--- config.mk ---
export PLATFORM = sky130hd
export DESIGN_NAME = ysyx_23060184_mem_ctrl
export DESIGN_NICKNAME = d
export VERILOG_FILES = /design/src/rtl/ysyx_23060184_mem_ctrl.sv
export SDC_FILE = /design/constraint.sdc
export NUM_CORES = 1
export LEC_CHECK = 0
export BUFFER_PORTS_ARGS = -buffer_cell sky130_fd_sc_hd__buf_2
export CAP_MARGIN = 0
export CORE_ASPECT_RATIO = 0.7
export CORE_MARGIN = 8
export CORE_UTILIZATION = 45
export CTS_CLUSTER_SIZE = 24
export DETAILED_ROUTE_END_ITERATION = 10
export PLACE_DENSITY = 0.87
export SLEW_MARGIN = 20
export SYNTH_ARGS = -nofsm -noshare
export SYNTH_HDL_FRONTEND = slang
export SYNTH_SLANG_ARGS = --single-unit
export TNS_END_PERCENT = 30
--- constraint.sdc ---
create_clock -name clk -period 3.39 [get_ports clk]
set_clock_uncertainty 0.1 [all_clocks]
set_input_delay 0.5085 -clock clk [delete_from_list [all_inputs] [get_ports clk]]
set_output_delay 0.5085 -clock clk [all_outputs]
set_load 0.02 [all_outputs]
--- src/rtl/ysyx_23060184_mem_ctrl.sv ---
// MEM-stage controller: sequences one data-memory transaction per
// load/store, aligns store data, extends load data, flags faults.
module ysyx_23060184_mem_ctrl #(
  parameter int DATA_WIDTH = 32
) (
  input  logic                  clk,
  input  logic                  reset,
  input  logic                  in_valid,
  input  logic                  MemReadM,
  input  logic                  MemWriteM,
  input  logic [DATA_WIDTH-1:0] ALUResultM,
  input  logic [DATA_WIDTH-1:0] WriteDataM,
  input  logic [3:0]            WmaskM,
  input  logic [2:0]            RopcodeM,
  input  logic                  Wready,
  output logic                  Mready,
  output logic                  Mvalid,
  output logic [DATA_WIDTH-1:0] ReadDataM,
  output logic                  Mfault,
  output logic                  mem_req,
  output logic                  mem_we,
  output logic [DATA_WIDTH-1:0] mem_addr,
  output logic [DATA_WIDTH-1:0] mem_wdata,
  output logic [3:0]            mem_wstrb,
  input  logic                  mem_ack,
  input  logic                  mem_err,
  input  logic [DATA_WIDTH-1:0] mem_rdata
);

  typedef enum logic [1:0] {IDLE, REQ, DONE} state_t;

  state_t state, nextState;

  logic                  accept;
  logic                  isStore;
  logic                  isLoad;
  logic                  misLoad;
  logic                  misStore;
  logic                  misAlign;
  logic                  needMem;
  logic [DATA_WIDTH-1:0] addrQ;
  logic [DATA_WIDTH-1:0] wdataQ;
  logic [3:0]            wmaskQ;
  logic [2:0]            ropQ;
  logic                  weQ;
  logic [DATA_WIDTH-1:0] shifted;
  logic [DATA_WIDTH-1:0] loadExt;

  assign accept  = in_valid & Mready;
  assign isStore = MemWriteM;
  assign isLoad  = MemReadM & ~MemWriteM;

  assign misLoad =
    ((RopcodeM == 3'd1 || RopcodeM == 3'd5) && ALUResultM[0]) ||
    (RopcodeM == 3'd2 && ALUResultM[1:0] != 2'b00);
  assign misStore =
    (WmaskM == 4'h3 && ALUResultM[0]) ||
    (WmaskM == 4'hF && ALUResultM[1:0] != 2'b00);

  assign misAlign = isStore ? misStore : (isLoad & misLoad);
  assign needMem  = (isStore | isLoad) & ~misAlign;

  always_ff @(posedge clk) begin
    if (reset) state <= IDLE;
    else       state <= nextState;
  end

  always_comb begin
    nextState = state;
    unique case (state)
      IDLE: if (accept) nextState = needMem ? REQ : DONE;
      REQ:  if (mem_ack) nextState = DONE;
      DONE: begin
        if (accept)      nextState = needMem ? REQ : DONE;
        else if (Wready) nextState = IDLE;
      end
      default: nextState = IDLE;
    endcase
  end

  always_comb begin
    Mready  = (state == IDLE) | ((state == DONE) & Wready);
    Mvalid  = (state == DONE);
    mem_req = (state == REQ);
  end

  assign shifted = mem_rdata >> {addrQ[1:0], 3'b000};

  always_comb begin
    loadExt = shifted;
    case (ropQ)
      3'd0: loadExt = {{(DATA_WIDTH-8){shifted[7]}}, shifted[7:0]};
      3'd1: loadExt = {{(DATA_WIDTH-16){shifted[15]}}, shifted[15:0]};
      3'd4: loadExt = {{(DATA_WIDTH-8){1'b0}}, shifted[7:0]};
      3'd5: loadExt = {{(DATA_WIDTH-16){1'b0}}, shifted[15:0]};
      default: loadExt = shifted;
    endcase
  end

  always_ff @(posedge clk) begin
    if (reset) begin
      addrQ     <= '0;
      wdataQ    <= '0;
      wmaskQ    <= '0;
      ropQ      <= '0;
      weQ       <= 1'b0;
      ReadDataM <= '0;
      Mfault    <= 1'b0;
    end else if (accept) begin
      addrQ     <= ALUResultM;
      wdataQ    <= WriteDataM;
      wmaskQ    <= WmaskM;
      ropQ      <= RopcodeM;
      weQ       <= isStore;
      ReadDataM <= '0;
      Mfault    <= misAlign;
    end else if (state == REQ && mem_ack) begin
      ReadDataM <= (mem_err | weQ) ? '0 : loadExt;
      Mfault    <= mem_err;
    end
  end

  // Request fields come only from captured state, so they hold until ack.
  assign mem_we    = weQ;
  assign mem_addr  = {addrQ[DATA_WIDTH-1:2], 2'b00};
  assign mem_wdata = wdataQ << {addrQ[1:0], 3'b000};
  assign mem_wstrb = weQ ? (wmaskQ << addrQ[1:0]) : 4'h0;

endmodule

Yosys cells after proc, flatten, opt, wreduce, memory -nomap -nowiden
Cells that the tools add are included.
{"block": "op_classes", "n_addsub": 0, "n_mul": 0, "n_div": 0, "order_cmp": 0, "eq_ne": 13, "n_shift": 3, "muxes": 12, "bitwise": 10, "reduce_logical": 14}
{"operator": "$pmux W32 S4", "count": 1}
{"operator": "$mux W32", "count": 1}
{"operator": "$shl A32 B5 Y32", "count": 1}
{"operator": "$shr A32 B5 Y32", "count": 1}
{"operator": "$mux W2", "count": 5}
{"operator": "$eq A3 B3 Y1 const B", "count": 3}
{"operator": "$eq A3 B1 Y1 const B", "count": 2}
{"operator": "$pmux W2 S3", "count": 1}
{"operator": "$and A1 B1 Y1", "count": 5}
{"operator": "$logic_and A1 B1 Y1", "count": 5}
{"operator": "$eq A4 B2 Y1 const B", "count": 1}
{"operator": "$eq A4 B4 Y1 const B", "count": 1}
{"operator": "$mux W4", "count": 1}
{"operator": "$reduce_bool A2 Y1", "count": 2}
{"operator": "$shl A4 B2 Y4", "count": 1}
{"operator": "$eq A3 B2 Y1 const B", "count": 1}
{"operator": "$logic_not A3 Y1", "count": 1}
{"operator": "$logic_or A1 B1 Y1", "count": 3}
{"operator": "$mux W1", "count": 3}
{"operator": "$ne A3 B2 Y1 const B", "count": 1}
{"operator": "$or A1 B1 Y1", "count": 3}
{"operator": "$reduce_and A3 Y1", "count": 1}
{"operator": "$eq A2 B1 Y1 const B", "count": 1}
{"operator": "$eq A2 B2 Y1 const B", "count": 1}
{"operator": "5 further kinds", "count": 6}
{"block": "word_totals", "reg_bits": 107, "latch_bits": 0, "ram_bits": 0, "mem_bits_ro": 0, "input_bits": 111, "output_inout_bits": 105, "elab_cells": 60, "memories": 0}

Longest topological paths before layout
{"block": "depth", "ltp_word": 11, "mapped_depth": 7}

Worst setup path before layout
No wires, ideal clock.
{"block": "synth_timing", "path_kind": "flip-flop to output port", "start": "register addrQ[0]", "end": "output port mem_wdata[26]", "t_arrival_ns": 1.744, "required_time_ns": 2.782, "slack_ns": 1.038, "stages_incl_launch_ff": 7, "n_path_buf": 4, "cell_sequence": "dfxtp_1 > clkbuf_1 > buf_4 > buf_2 > buf_1 > a211oi_1 > a21oi_1"}
{"block": "synth_via", "elab_chain_cells": 1}
{"element": "start, declared", "line": "41", "text": "logic [DATA_WIDTH-1:0] addrQ;"}
{"element": "start signal, assigned", "line": "110", "text": "addrQ <= ALUResultM;"}
{"element": "$shl A32 B5 Y32", "line": "126", "text": "assign mem_wdata = wdataQ << {addrQ[1:0], 3'b000};"}
{"element": "end, declared", "line": "23", "text": "output logic [DATA_WIDTH-1:0] mem_wdata,"}
No other way between the ends.

Final worst setup path
{"block": "layout_timing", "start": "register addrQ[0]", "end": "output port mem_wdata[21]"}
The elaborated chain is that of the path after synthesis.

==> load_flow_metrics.sql <==
INSERT INTO impl_metrics (metric_group, metric, value, unit) VALUES
('detailed_routing', 'drt-vias-per-instance', '5.26', ''),
('setup_path', 'ff2ff_path_depth', '6', ''),
('global_routing', 'antenna_violations_before_repair', '3', ''),
('sta', 'finalSetupViolations', '0', ''),
('sta', 'worst_slack', '0.730', 'ns'),
('detailed_routing', 'first_iter_violations', '283', ''),
('sta', 'slew-limit-headroom', '44.2', '%'),
('clocking', 'ctsHoldBuffers', '0', ''),
('floorplan', 'top_level_ports', '216', ''),
('detailed_routing', 'routed_wl', '15.6', 'mm'),
('pwr', 'power.leakage', '0.00286', 'uW'),
('synthesis', 'synth-warning-count', '0', ''),
('clocking', 'cts_repair_resize_count', '0', ''),
('finish', 'fillers', '1038', ''),
('clocking', 'cts_buffer_depth', '2', ''),
('sta', 'post-route-period-util', '78.5', '%'),
('detailed_routing', 'postRouteAntennaNets', '0', ''),
('detailed_routing', 'dr_total_vias', '4852', ''),
('placed_design', 'weighted_congestion_at_the_end_of_routability_driven_global_placement', '0.922', ''),
('sta', 'timing_hold_violations_final', '0', ''),
('global_routing', 'grt_usage', '20.2', '%'),
('setup_path', 'worst_ep_required_time', '2.78', 'ns'),
('sta', 'post-route-min-period', '2.66', 'ns'),
('pwr', 'power_density', '476', 'nW/um^2'),
('global_routing', 'grt_first_pass_wirelength', '24.8', 'mm'),
('finish', 'post_route_cells_drive_above_1_share', '36.7', '%'),
('clocking', 'clk_root_buffer_cell', 'sky130_fd_sc_hd__clkbuf_16', ''),
('hold_path', 'critical_hold_path_startpoint', 'ALUResultM[13]', ''),
('finish', 'finalNetCount', '874', ''),
('setup_path', 'r2r-end', 'ReadDataM[18]$_SDFFE_PP0P_', ''),
('synthesis', 'netlist_area', '5150', 'um^2'),
('finish', 'multi_input_gate_area', '2600', 'um^2'),
('pwr', 'worst_ir_drop_vdd', '0.290', 'mV'),
('detailed_routing', 'detail_route.drc_violations', '0', ''),
('finish', 'post_layout_nonfiller_instances', '923', ''),
('setup_path', 'start_kind', 'flop', ''),
('synthesis', 'avgSynthCellArea', '8.52', 'um^2'),
('synthesis', 'ys_types', '45', ''),
('flow_run', 'timing.max_cap.violations', '0', ''),
('clocking', 'clock_latency', '0.34', 'ns'),
('run_status', 'status', 'finished clean', ''),
('synthesis', 'synthFlopType', 'sky130_fd_sc_hd__dfxtp_1', ''),
('sta', 'unrepaired_setup_endpoints_after_global_routing', 'false', ''),
('setup_path', 'setup.worst_path.end', 'mem_wdata[21]', ''),
('synthesis', 'ys_seq_area_share', '41.6', '%'),
('clocking', 'cts-htree-levels', '3', ''),
('synthesis', 'ys_ff_latch', '107', ''),
('sta', 'timing_worst_slew_pin_value', '0.837', 'ns'),
('setup_path', 'reg2reg_from', 'addrQ[0]$_SDFFE_PP0N_', ''),
('synthesis', 'async_set_or_reset_flop_fraction_in_the_synthesized_netlist', '0', '%'),
('sta', 'tns', '0', 'ns'),
('floorplan', 'floorplan.core_area', '11100', 'um^2'),
('floorplan', 'die-height', '106', 'um'),
('finish', 'seqCellArea', '2140', 'um^2'),
('setup_path', 'r2r_setup_slk', '0.98', 'ns'),
('setup_path', 'cp_data_arrival_time', '2.05', 'ns'),
('hold_path', 'hp-class', 'input pin to flop', ''),
('setup_path', 'setup.worst_path.end_class', 'output pin', ''),
('floorplan', 'die_x_extent', '144', 'um'),
('clocking', 'clkTransAtPathRegs', '0.07', 'ns'),
('clocking', 'cts_setup_buffers', '0', ''),
('clocking', 'cts_num_sinks', '107', ''),
('sta', 'achievable-frequency', '0.376', 'GHz'),
('finish', 'layout-area-overhead-vs-synth', '24.4', '%'),
('clocking', 'cts_tree', 'yes', ''),
('synthesis', 'number_of_enable_flip_flop_cells_after_synthesis', '0', ''),
('setup_path', 'setup.worst_path.start', 'addrQ[0]$_SDFFE_PP0N_', ''),
('floorplan', 'initial_core_util', '46.5', '%'),
('global_routing', 'grt_pass1_vias', '4768', ''),
('detailed_routing', 'route.detailed.wl_per_inst', '16.9', 'um'),
('floorplan', 'die_outline_area', '15200', 'um^2'),
('floorplan', 'number_of_cell_rows', '32', ''),
('synthesis', 'synth_cells', '605', ''),
('placed_design', 'post-place-cells', '905', ''),
('placed_design', 'place_hpwl', '11.9', 'mm'),
('global_routing', 'pin_count_of_the_biggest_net_entering_global_routing', '78', ''),
('clocking', 'cts_inserted_buffers', '9', ''),
('detailed_routing', 'drt_first_pass_iters', '4', ''),
('placed_design', 'place_ws', '0.949', 'ns'),
('global_routing', 'grt-ovfl-total', '0', ''),
('placed_design', 'place.port_buffers', '213', ''),
('setup_path', 'timing_worst_setup_path_type', 'flop to output pin', ''),
('sta', 'report.final.slew_viol_count', '0', ''),
('setup_path', 'critical_path_peak_fanout', '41', '');
[routing by layer]
| layer | track usage, % | share of wire, % | routed length (um) |
|---|---|---|---|
| met1 | 25.3 | 43 | 6790 |
| met4 | 4.19 | 0.84 | 131 |
| met2 | 32.2 | 45 | 7090 |
| met3 | 7.89 | 10 | 1590 |
| met5 | 0 | 0.14 | 22 |
[synthesized netlist by cell type, drive strengths merged, types with 9 or more instances]
cell type,instances,share of area [%]
a211oi,9,1.3
dfxtp,107,42
mux4,9,3.9
a21oi,83,8.1
nor2,24,1.7
buf,47,6.2
and2,10,1.3
nor2b,14,1.7
mux2,18,3.9
nand2,156,11
o21ai,10,0.97
mux2i,18,3.5
a221o,16,3.1
clkbuf,31,2.3
[worst min path at each step]
| stage | endpoint | cells past startpoint |
|---|---|---|
| final | addrQ[13]$_SDFFE_PP0N_ | 3 |
| after global routing | addrQ[14]$_SDFFE_PP0N_ | 3 |
| after CTS | addrQ[15]$_SDFFE_PP0N_ | 3 |
| after detailed placement | addrQ[8]$_SDFFE_PP0N_ | 2 |
| after global placement | addrQ[8]$_SDFFE_PP0N_ | 2 |
| after floorplan | wdataQ[24]$_SDFFE_PP0N_ | 2 |
[where the power goes]
part / switching [uW] / internal (uW)
sequential: 66.2 / 1320
clock: 479 / 578
combinational: 363 / 241
total: 909 / 2140
[layout make-up]
class,count,area share [%]
tap,153,2.99
timing repair buffer,224,18.3
antenna,2,0.0780
clock buffer,9,3.51
clock inverter,7,1.19
sequential,107,33.4
multi-input combinational,421,40.5
[registers in the layout, indices dropped and copies added (netlist names)]
signal	cells
wmaskQ	4
addrQ	32
ReadDataM	32
ropQ	3
state	2
mem_we	1
wdataQ	32
Mfault	1
[through the flow]
step,utilization [%],total power [uW],hold WS (ns),area (um^2)
final,57.8,3050,0.299,6410
after global routing,57.8,3190,0.294,6410
after CTS,57.8,3070,0.287,6410
after detailed placement,55.1,2020,0.343,6110
after global placement,55.1,2010,0.338,6110
after floorplan,-,1820,0.332,5160
[critical path, cell delays in order, from the launching register on]
cell	delay (ns)
sky130_fd_sc_hd__dfxtp_2	0.84
sky130_fd_sc_hd__nor2b_1	0.30
sky130_fd_sc_hd__buf_4	0.21
sky130_fd_sc_hd__nand2_1	0.06
sky130_fd_sc_hd__o21ai_0	0.10
sky130_fd_sc_hd__buf_2	0.21
[kinds of logic after synthesis]
logic type,synth area share (%)
multiplexers,11.4
other,0.0728
flip-flops,41.6
buffers and inverters,8.42
AO/OA/AOI/OAI,18.7
AND/OR/NAND/NOR,19.7
XOR/XNOR,0.170
[placed cells by master (no fill, tap or decap), drive strengths merged, types with 10 or more instances in the layout]
master and instances:
dfxtp 107, mux2 18, a221o 16, nand2 156
nor2b 14, and2 10, nor2 24, a21oi 83
buf 224, mux2i 18, o21ai 10
Note: power is estimated with default switching activity, not from simulation.
